[src/rtl/lt24_frame_streamer.sv]
// Autonomous LT24 (ILI9341 8080-style) refresh engine: fetches background and
// foreground pixels, applies a colour key and streams one frame to the LCD.
module lt24_frame_streamer #(
    parameter int                H_RES       = 240,
    parameter int                V_RES       = 320,
    parameter int                SCALE_SH    = 1,
    parameter int                ADDR_W      = 16,
    parameter int                DATA_W      = 16,
    parameter int                MEM_LAT     = 1,
    parameter int                WR_LOW_CYC  = 2,
    parameter int                WR_HIGH_CYC = 2,
    parameter logic [DATA_W-1:0] KEY_COLOR   = 'hF81F,
    parameter logic [7:0]        CMD_MEMWR   = 8'h2C
) (
    input  logic                clk_clk,
    input  logic                reset_reset_n,
    input  logic                start,
    input  logic                fg_enable,
    output logic                busy,
    output logic                done,
    output logic [ADDR_W-1:0]   bg_address,
    output logic                bg_chipselect,
    output logic                bg_clken,
    output logic                bg_write,
    output logic [DATA_W-1:0]   bg_writedata,
    output logic [DATA_W/8-1:0] bg_byteenable,
    input  logic [DATA_W-1:0]   bg_readdata,
    output logic [ADDR_W-1:0]   fg_address,
    output logic                fg_chipselect,
    output logic                fg_clken,
    output logic                fg_write,
    output logic [DATA_W-1:0]   fg_writedata,
    output logic [DATA_W/8-1:0] fg_byteenable,
    input  logic [DATA_W-1:0]   fg_readdata,
    output logic                lt24_cs,
    output logic                lt24_rs,
    output logic                lt24_rd,
    output logic                lt24_wr,
    output logic [DATA_W-1:0]   lt24_data
);

    localparam int XW       = (H_RES > 1) ? $clog2(H_RES) : 1;
    localparam int YW       = (V_RES > 1) ? $clog2(V_RES) : 1;
    localparam int MAX_A    = (WR_LOW_CYC > WR_HIGH_CYC) ? WR_LOW_CYC : WR_HIGH_CYC;
    localparam int MAX_C    = (MAX_A > MEM_LAT) ? MAX_A : MEM_LAT;
    localparam int CW       = $clog2(MAX_C + 1);
    localparam int SCALED_W = H_RES >> SCALE_SH;

    typedef enum logic [2:0] {
        S_IDLE, S_CMD_LO, S_CMD_HI, S_FETCH, S_WAIT, S_WR_LO, S_WR_HI, S_DONE
    } state_t;

    state_t            state;
    logic [XW-1:0]     x;
    logic [YW-1:0]     y;
    logic [CW-1:0]     cnt;
    logic              fg_en_q;
    logic [ADDR_W-1:0] address;
    logic              rd_strobe;

    logic [XW-1:0]     x_next;
    logic [YW-1:0]     y_next;
    logic              last_px;
    logic [DATA_W-1:0] pixel;

    // Scaled word address; widened to 32 bits so the product cannot wrap
    // before the final truncation to ADDR_W.
    function automatic logic [ADDR_W-1:0] word_addr(input logic [XW-1:0] px,
                                                     input logic [YW-1:0] py);
        logic [31:0] full;
        full = 32'(py >> SCALE_SH) * 32'(SCALED_W) + 32'(px >> SCALE_SH);
        return full[ADDR_W-1:0];
    endfunction

    // NOTE: every signal assigned in always_comb gets a value on every path,
    // otherwise synthesis infers a latch.
    always_comb begin
        last_px = (x == XW'(H_RES - 1)) && (y == YW'(V_RES - 1));
        x_next  = x + XW'(1);
        y_next  = y;
        if (x == XW'(H_RES - 1)) begin
            x_next = '0;
            y_next = y + YW'(1);
        end
        pixel = (fg_en_q && (fg_readdata != KEY_COLOR)) ? fg_readdata : bg_readdata;
    end

    // NOTE: sequential state uses non-blocking assignments only, so every
    // register samples pre-edge values regardless of statement order.
    always_ff @(posedge clk_clk or negedge reset_reset_n) begin
        if (!reset_reset_n) begin
            state     <= S_IDLE;
            x         <= '0;
            y         <= '0;
            cnt       <= '0;
            fg_en_q   <= 1'b0;
            address   <= '0;
            rd_strobe <= 1'b0;
            busy      <= 1'b0;
            done      <= 1'b0;
            lt24_cs   <= 1'b1;
            lt24_rs   <= 1'b1;
            lt24_wr   <= 1'b1;
            lt24_data <= '0;
        end else begin
            case (state)
                S_IDLE: if (start) begin
                    fg_en_q   <= fg_enable;
                    busy      <= 1'b1;
                    lt24_cs   <= 1'b0;
                    lt24_rs   <= 1'b0;
                    lt24_wr   <= 1'b0;
                    lt24_data <= {{(DATA_W-8){1'b0}}, CMD_MEMWR};
                    cnt       <= CW'(WR_LOW_CYC - 1);
                    state     <= S_CMD_LO;
                end
                S_CMD_LO, S_WR_LO: begin
                    if (cnt == '0) begin
                        lt24_wr <= 1'b1;
                        cnt     <= CW'(WR_HIGH_CYC - 1);
                        state   <= (state == S_CMD_LO) ? S_CMD_HI : S_WR_HI;
                    end else begin
                        cnt <= cnt - CW'(1);
                    end
                end
                S_CMD_HI: begin
                    if (cnt == '0) begin
                        address   <= word_addr(x, y);
                        rd_strobe <= 1'b1;
                        state     <= S_FETCH;
                    end else begin
                        cnt <= cnt - CW'(1);
                    end
                end
                S_FETCH: begin
                    rd_strobe <= 1'b0;
                    cnt       <= CW'(MEM_LAT - 1);
                    state     <= S_WAIT;
                end
                S_WAIT: begin
                    // Read data is valid in the last wait cycle; it is held
                    // on the bus through the whole low and high phase.
                    if (cnt == '0) begin
                        lt24_data <= pixel;
                        lt24_rs   <= 1'b1;
                        lt24_wr   <= 1'b0;
                        cnt       <= CW'(WR_LOW_CYC - 1);
                        state     <= S_WR_LO;
                    end else begin
                        cnt <= cnt - CW'(1);
                    end
                end
                S_WR_HI: begin
                    if (cnt != '0) begin
                        cnt <= cnt - CW'(1);
                    end else if (last_px) begin
                        x       <= '0;
                        y       <= '0;
                        busy    <= 1'b0;
                        done    <= 1'b1;
                        lt24_cs <= 1'b1;
                        state   <= S_DONE;
                    end else begin
                        x         <= x_next;
                        y         <= y_next;
                        address   <= word_addr(x_next, y_next);
                        rd_strobe <= 1'b1;
                        state     <= S_FETCH;
                    end
                end
                S_DONE: begin
                    done  <= 1'b0;
                    state <= S_IDLE;
                end
                default: state <= S_IDLE;
            endcase
        end
    end

    assign bg_address    = address;
    assign fg_address    = address;
    assign bg_chipselect = rd_strobe;
    assign fg_chipselect = rd_strobe;
    assign bg_clken      = rd_strobe;
    assign fg_clken      = rd_strobe;
    assign bg_write      = 1'b0;
    assign fg_write      = 1'b0;
    assign bg_writedata  = '0;
    assign fg_writedata  = '0;
    assign bg_byteenable = '1;
    assign fg_byteenable = '1;
    assign lt24_rd       = 1'b1;

endmodule

[config.mk]
export PLATFORM = sky130hd
export DESIGN_NAME = lt24_frame_streamer
export DESIGN_NICKNAME = d
export VERILOG_FILES = /design/src/rtl/lt24_frame_streamer.sv
export SDC_FILE = /design/constraint.sdc
export NUM_CORES = 1
export LEC_CHECK = 0
export ABC_AREA = 1
export CORE_AREA = 3 3 143 90
export DETAILED_ROUTE_END_ITERATION = 10
export DIE_AREA = 0 0 146 93
export PLACE_DENSITY = 0.8
export SKIP_CTS_REPAIR_TIMING = 1
export SLEW_MARGIN = 20
export SYNTH_ARGS = -nofsm -noshare
export SYNTH_HDL_FRONTEND = slang
export SYNTH_SLANG_ARGS = --single-unit
[constraint.sdc]
create_clock -name clk_clk -period 5.27 [get_ports clk_clk]
set_input_delay 0.527 -clock clk_clk [delete_from_list [all_inputs] [get_ports clk_clk]]
set_output_delay 0.527 -clock clk_clk [all_outputs]
set_load 0.05 [all_outputs]
==> results of run 1 <==
[state kept, by name, summed over array words and instances (netlist names)]
signal         cells
fg_en_q            1
lt24_cs            1
cnt                2
lt24_rs            1
busy               1
lt24_data         16
state              3
bg_chipselect      1
done               1
bg_address        16
lt24_wr            1
y                  9
x                  8
[power breakdown]
part	internal (W)	leakage [nW]	switching, W	total [W]
clock	0.000371	0.151	0.000227	0.000598
combinational	0.000425	2.83	0.000999	0.00142
sequential	0.000612	0.785	0.000101	0.000712
total	0.00141	3.77	0.00133	0.00273
[through the flow]
stage | instance area, sq um | std cells | utilization | hold WS (ns) | total power, W
after floorplan | 6110 | 855 | - | 0.231 | 0.00176
after global placement | 6800 | 1049 | 0.578 | 0.454 | 0.00212
after detailed placement | 6800 | 1049 | 0.578 | 0.461 | 0.00214
after CTS | 7100 | 1065 | 0.604 | 0.379 | 0.00275
after global routing | 7100 | 1065 | 0.604 | 0.416 | 0.00288
final | 7100 | 1065 | 0.604 | 0.356 | 0.00273
[worst min path at each step]
| stage | slack (ns) | cells after the start | end | start |
|---|---|---|---|---|
| global route | 0.42 | 2 | cnt[1] | reset_reset_n |
| detailed placement | 0.46 | 2 | busy | busy |
| floorplan | 0.23 | 0 | bg_address[0] | reset_reset_n |
| global placement | 0.45 | 2 | lt24_rs | lt24_rs |
| CTS | 0.38 | 2 | state[0] | reset_reset_n |
| finish | 0.36 | 2 | cnt[0] | reset_reset_n |
[layout by cell type, fill, tap and decap left out, types with 3 or more instances in the layout]
cell type,instances
nor2_4,3
o21bai_1,3
nand4_1,6
buf_4,5
inv_1,104
clkdlybuf4s50_1,91
nand3_1,48
nor3_1,6
xor2_1,8
nor2_2,4
inv_2,5
ha_1,54
nor4_1,3
conb_1,39
xor2_2,3
clkbuf_16,9
o22ai_1,8
xnor2_1,4
dfstp_2,3
nand2_1,215
o21ai_0,56
fa_1,21
a31oi_1,10
clkinv_4,3
nand3b_1,6
a21oi_1,26
inv_6,3
dfrtp_1,58
nor2_1,64
[layout make-up]
| type | count | area share |
|---|---|---|
| Multi-Input combinational cell | 614 | 0.518 |
| Sequential cell | 61 | 0.215 |
| Timing Repair Buffer | 97 | 0.134 |
| Inverter | 112 | 0.0601 |
| Clock buffer | 9 | 0.0317 |
| Tap cell | 165 | 0.0291 |
| Clock inverter | 7 | 0.0111 |
[cell families (layout without fill, tap and decap cells)]
| group | after synthesis | in the layout | share of synthesized area |
|---|---|---|---|
| adders and majority gates | 75 | 75 | 0.183 |
| AOI/OAI and AO/OA | 114 | 114 | 0.105 |
| and+or+nand+nor | 368 | 368 | 0.267 |
| other | 2 | 39 | 0.00126 |
| xor gates and xnor gates | 17 | 17 | 0.0350 |
| muxes | 1 | 1 | 0.00188 |
| buffers and inverters | 180 | 225 | 0.151 |
| DFF | 61 | 61 | 0.256 |
[worst max-delay path, delay by kind of cell, from the launching register on]
family / cells / cell delay (ns)
AND/OR/NAND/NOR: 17 / 1.81
adder cells (fa/ha/maj): 5 / 1.69
flip-flops: 1 / 0.39
buffers and inverters: 4 / 0.36
XOR/XNOR: 1 / 0.23
[metal layers]
metal,wire length [um],part of all wire,up-vias
met3,791,0.054,13
met1,7580,0.52,2458
met4,72,0.0049,0
met5,0,0,-
met2,6250,0.43,155
li1,-,-,2685
==> metrics, run 1 <==
fmax=0.218 GHz; CP max-delay cell=fa_1; EDFF count, synth=0; setup_tns=0 ns; met2 Use GR=0.320; worst min path class=input port to asynchronous set/reset pin; R2R setup slack=0.68 ns; unrepaired setup endpoints after global routing=false; Critical Path AT=4.81 ns; CP startpoint=x[1]; Via density=approximately 5; Tmin final=4.59 ns; initial antenna violation count=0; row count=31; fraction of layout cells with a size suffix above 1=0.0578; Yosys reg bits=slightly above 60; vias in the first global route=about 5000; total core area=~12000 sq um; CP peak stage delay=0.49 ns; DRC=0; area occupied by multi-input gates=3680 sq um; Avg Inst Size Synth=7.30 sq um; area leader, netlist=dfrtp_1; final hold violation count=0; Die Area=~14000 sq um; Final Skew=0.0128 ns; WL/cell=about 14 um; P per Cell Area=385 nW/um^2; Place WS=about 0.77 ns; crit start category=register; Crit. End Element=register; # diodes=0; nets=1006; Yosys warnings=0; top-count cell post-synth=nand2_1; Worst-Margin Slew=~0.97 ns; Top Usage Layer GRT=met1; I/O pins=132; Max Slew Vio Count=0; max cap viols=0; main area contributors after synthesis=dfrtp_1 24%, nand2_1 14%, ha_1 11%; Total Routing Usage GR=0.219; clock slew at reported path FFs=around 0.060 ns; launch point of the worst reg-to-reg path=x[1]; Cells after Synth=818; CTS H-tree lvls=3; largest net degree at the start of global routing=62; grt total ovfl=0; DRT iter0 DRCs=~380; Crit Reg-Reg Endpoint=bg_address[13]; Final setup viols=0; Skew-Pair Late Insertion Delay=around 0.33 ns; ys flop type=dfrtp_1; clk sinks=61; HPWL Detailed=between 10000 and 15000 um; buffer levels on the longest clock path=2; critical path class=register to register; drt first pass iters=4; Layout fillers=approximately 1100; Die W=between 100 and 150 um; crit-path max FO=10; CTS buffer count=9; Slew HR=0.352; fin worst setup slack=around 0.68 ns; chip height=just over 90 um; LEAKAGE=between 3 and 4 nW; sequential fraction of the synthesis area=0.256; sequential cell area=about 1500 sq um; WP data required=between 5 and 6 ns; final wirelength=about 15000 um; Netlist Area Pre-Place=5970 sq um; Area Overhead vs Synth=18.9%; outcome=finished clean; final worst-path cycle share=0.870; crit path to=bg_address[13]; GR Util met3=0.0407; Netlist cell types=~50; Worst IR Drop VDD=approximately 350 uV; CTS tree=done; post-synthesis async set-or-reset flop share=1.00; root buffer cell=clkbuf_16; DRT antenna net count=0; RePlAce Congestion=roughly 0.9; area fraction of the dominant cell type after synthesis=0.243; met1 Resource Use GR=0.345; Starting Density=0.508; Port Buf Inserts=92; synth cell count leaders=215 x nand2_1, 104 x inv_1, 64 x nor2_1; R2R depth=27; most used cell, CP=nand2_1; Via Count=around 5300; global-route wire length before repair=around 24000 um
No activity file was read; power rests on OpenSTA's default activity.
==> run 2, diff against run 1 <==
- CAP_MARGIN: not set -> 10
- HOLD_SLACK_MARGIN: not set -> 0.06
==> results of run 2 <==
No change in the layout: final DEF, timing and power equal those of run 1.
==> run 3, diff against run 2 <==
- CORE_AREA: 3 3 143 90 -> 3 3 138 87
- DIE_AREA: 0 0 146 93 -> 0 0 141 90
- PLACE_DENSITY: 0.8 -> 0.85
- clock period: 5.27 -> 5.6 ns (I/O delays scaled with it)
==> metrics, run 3 (synthesis gave the netlist of run 1 again) <==
outcome=finished clean; clk sinks=around 60; row count=29; CTS H-tree lvls=3; clock network power share=0.223; DRC=0; unrepaired setup endpoints after global routing=false; I/O pins=132; critical path class=register to register; Final Skew=0.00646 ns; Total Routing Usage GR=0.242; Skew-Pair Late Insertion Delay=0.34 ns; Via density=5.21; Slew HR=0.310; fmax=around 0.22 GHz; sw power=roughly 0.0013 W; fraction of layout cells with a size suffix above 1=0.0578; largest net degree at the start of global routing=62; nets=about 1000; Critical Path AT=~4.8 ns; Worst IR Drop VDD=approximately 440 uV; Crit. End Element=register; final worst-path cycle share=0.809; Area Overhead vs Synth=18.3%; global-route wire length before repair=25600 um; grt total ovfl=0; final instance area=around 7100 sq um; CTS tree=done; clock slew at reported path FFs=0.06 ns; RePlAce Congestion=roughly 0.90; DRT antenna net count=0; DP Cell Count=1023; HPWL Detailed=12000 um; commonest non-fill, non-tap cell in the layout=nand2_1; WP data required=between 5 and 6 ns; crit-path max FO=10; worst min path class=input port to asynchronous set/reset pin; area occupied by multi-input gates=around 3700 sq um; vias in the first global route=around 5300; CTS buffer count=9; # diodes=0; final hold violation count=0; sequential power share=0.258; chip height=roughly 90 um; total core area=around 11000 sq um; max cap viols=0; P_int=0.00133 W; Via Count=between 5000 and 6000; DRT iter0 DRCs=slightly above 500; buffer levels on the longest clock path=2; Tmin final=between 4 and 5 ns; Worst-Margin Slew=1.03 ns; most frequent cells in the layout=215 x nand2_1, 104 x inv_1, 91 x clkdlybuf4s50_1; Switching Fraction=0.490; Max Slew Vio Count=0; Die W=141 um; logic gate share of total power=0.519; WL/cell=~15 um; final wirelength=around 15000 um; Final setup viols=0; Die Area=between 10000 and 15000 sq um; Layout fillers=863; Starting Density=0.562; non-filler cells, final=slightly above 1000; root buffer cell=clkbuf_16; initial antenna violation count=0; drt first pass iters=6; post-placement cell area=6770 sq um; P per Cell Area=approximately 370 nW/um^2; crit start category=register; setup_tns=0 ns; sequential cell area=around 1500 sq um; Port Buf Inserts=roughly 90; LEAKAGE=between 3 and 4 nW
run 3: cell type report:
class	instances	area share
flip-flops and latches	61	0.216
clock buffers	9	0.0319
multi-input cells	614	0.521
repair buffers	97	0.135
inverters	112	0.0603
clock inverters	7	0.0113
well taps	139	0.0246
run 3: worst max-delay path, cell delays in order, from the launching register on:
cell	delay, ns
dfrtp_1	0.39
ha_1	0.19
nand3_1	0.13
inv_2	0.11
nand2_4	0.13
nor2_4	0.16
xor2_2	0.22
inv_1	0.12
fa_1	0.48
ha_1	0.32
nand2_1	0.10
nand2_1	0.09
fa_1	0.49
inv_1	0.04
ha_1	0.31
and3_1	0.17
nor2_1	0.05
nor2_1	0.14
nand2_1	0.11
nor2_2	0.12
nand2_1	0.12
o21ai_0	0.16
nand2_1	0.06
inv_1	0.05
nand2_1	0.04
nand2_1	0.05
nand2_1	0.05
run 3: final timing paths:
kind	start	endpoint	slack, ns	depth (start not counted)
worst max-delay path	x[1]	bg_address[13]	1.07	26
worst min-delay path	reset_reset_n	state[1]	0.38	2
worst max register to register	x[1]	bg_address[13]	1.07	26
worst min register to register	lt24_rs	lt24_rs	0.47	2
max in group asynchronous	reset_reset_n	bg_address[10]	4.70	2
min in group clk_clk	lt24_rs	lt24_rs	0.47	2
run 3: per-layer routing:
metal	vias up	routed length [um]	global-route usage
met2	210	6680	0.373
met5	-	0	0
met1	2509	7220	0.356
met4	0	146	0.0444
met3	18	1110	0.0520
li1	2675	-	-
run 3: power groups by stage:
stage                     logic [W]  clock network (W)  registers, W
final                       0.00135           0.000580      0.000670
after global routing        0.00144           0.000597      0.000684
after CTS                   0.00135           0.000582      0.000669
after detailed placement    0.00134                  0      0.000675
after global placement      0.00133                  0      0.000671
after floorplan            0.000648                  0       0.00101
run 3: per-stage QoR:
| step | total power [W] | worst slack [ns] | hold slack [ns] | util |
|---|---|---|---|---|
| detailed placement | 0.00201 | 1.14 | 0.458 | 0.636 |
| finish | 0.00260 | 1.07 | 0.377 | 0.665 |
| global route | 0.00272 | 0.707 | 0.436 | 0.665 |
| floorplan | 0.00166 | 1.53 | 0.264 | - |
| CTS | 0.00260 | 1.12 | 0.413 | 0.665 |
| global placement | 0.00200 | 1.29 | 0.453 | 0.636 |
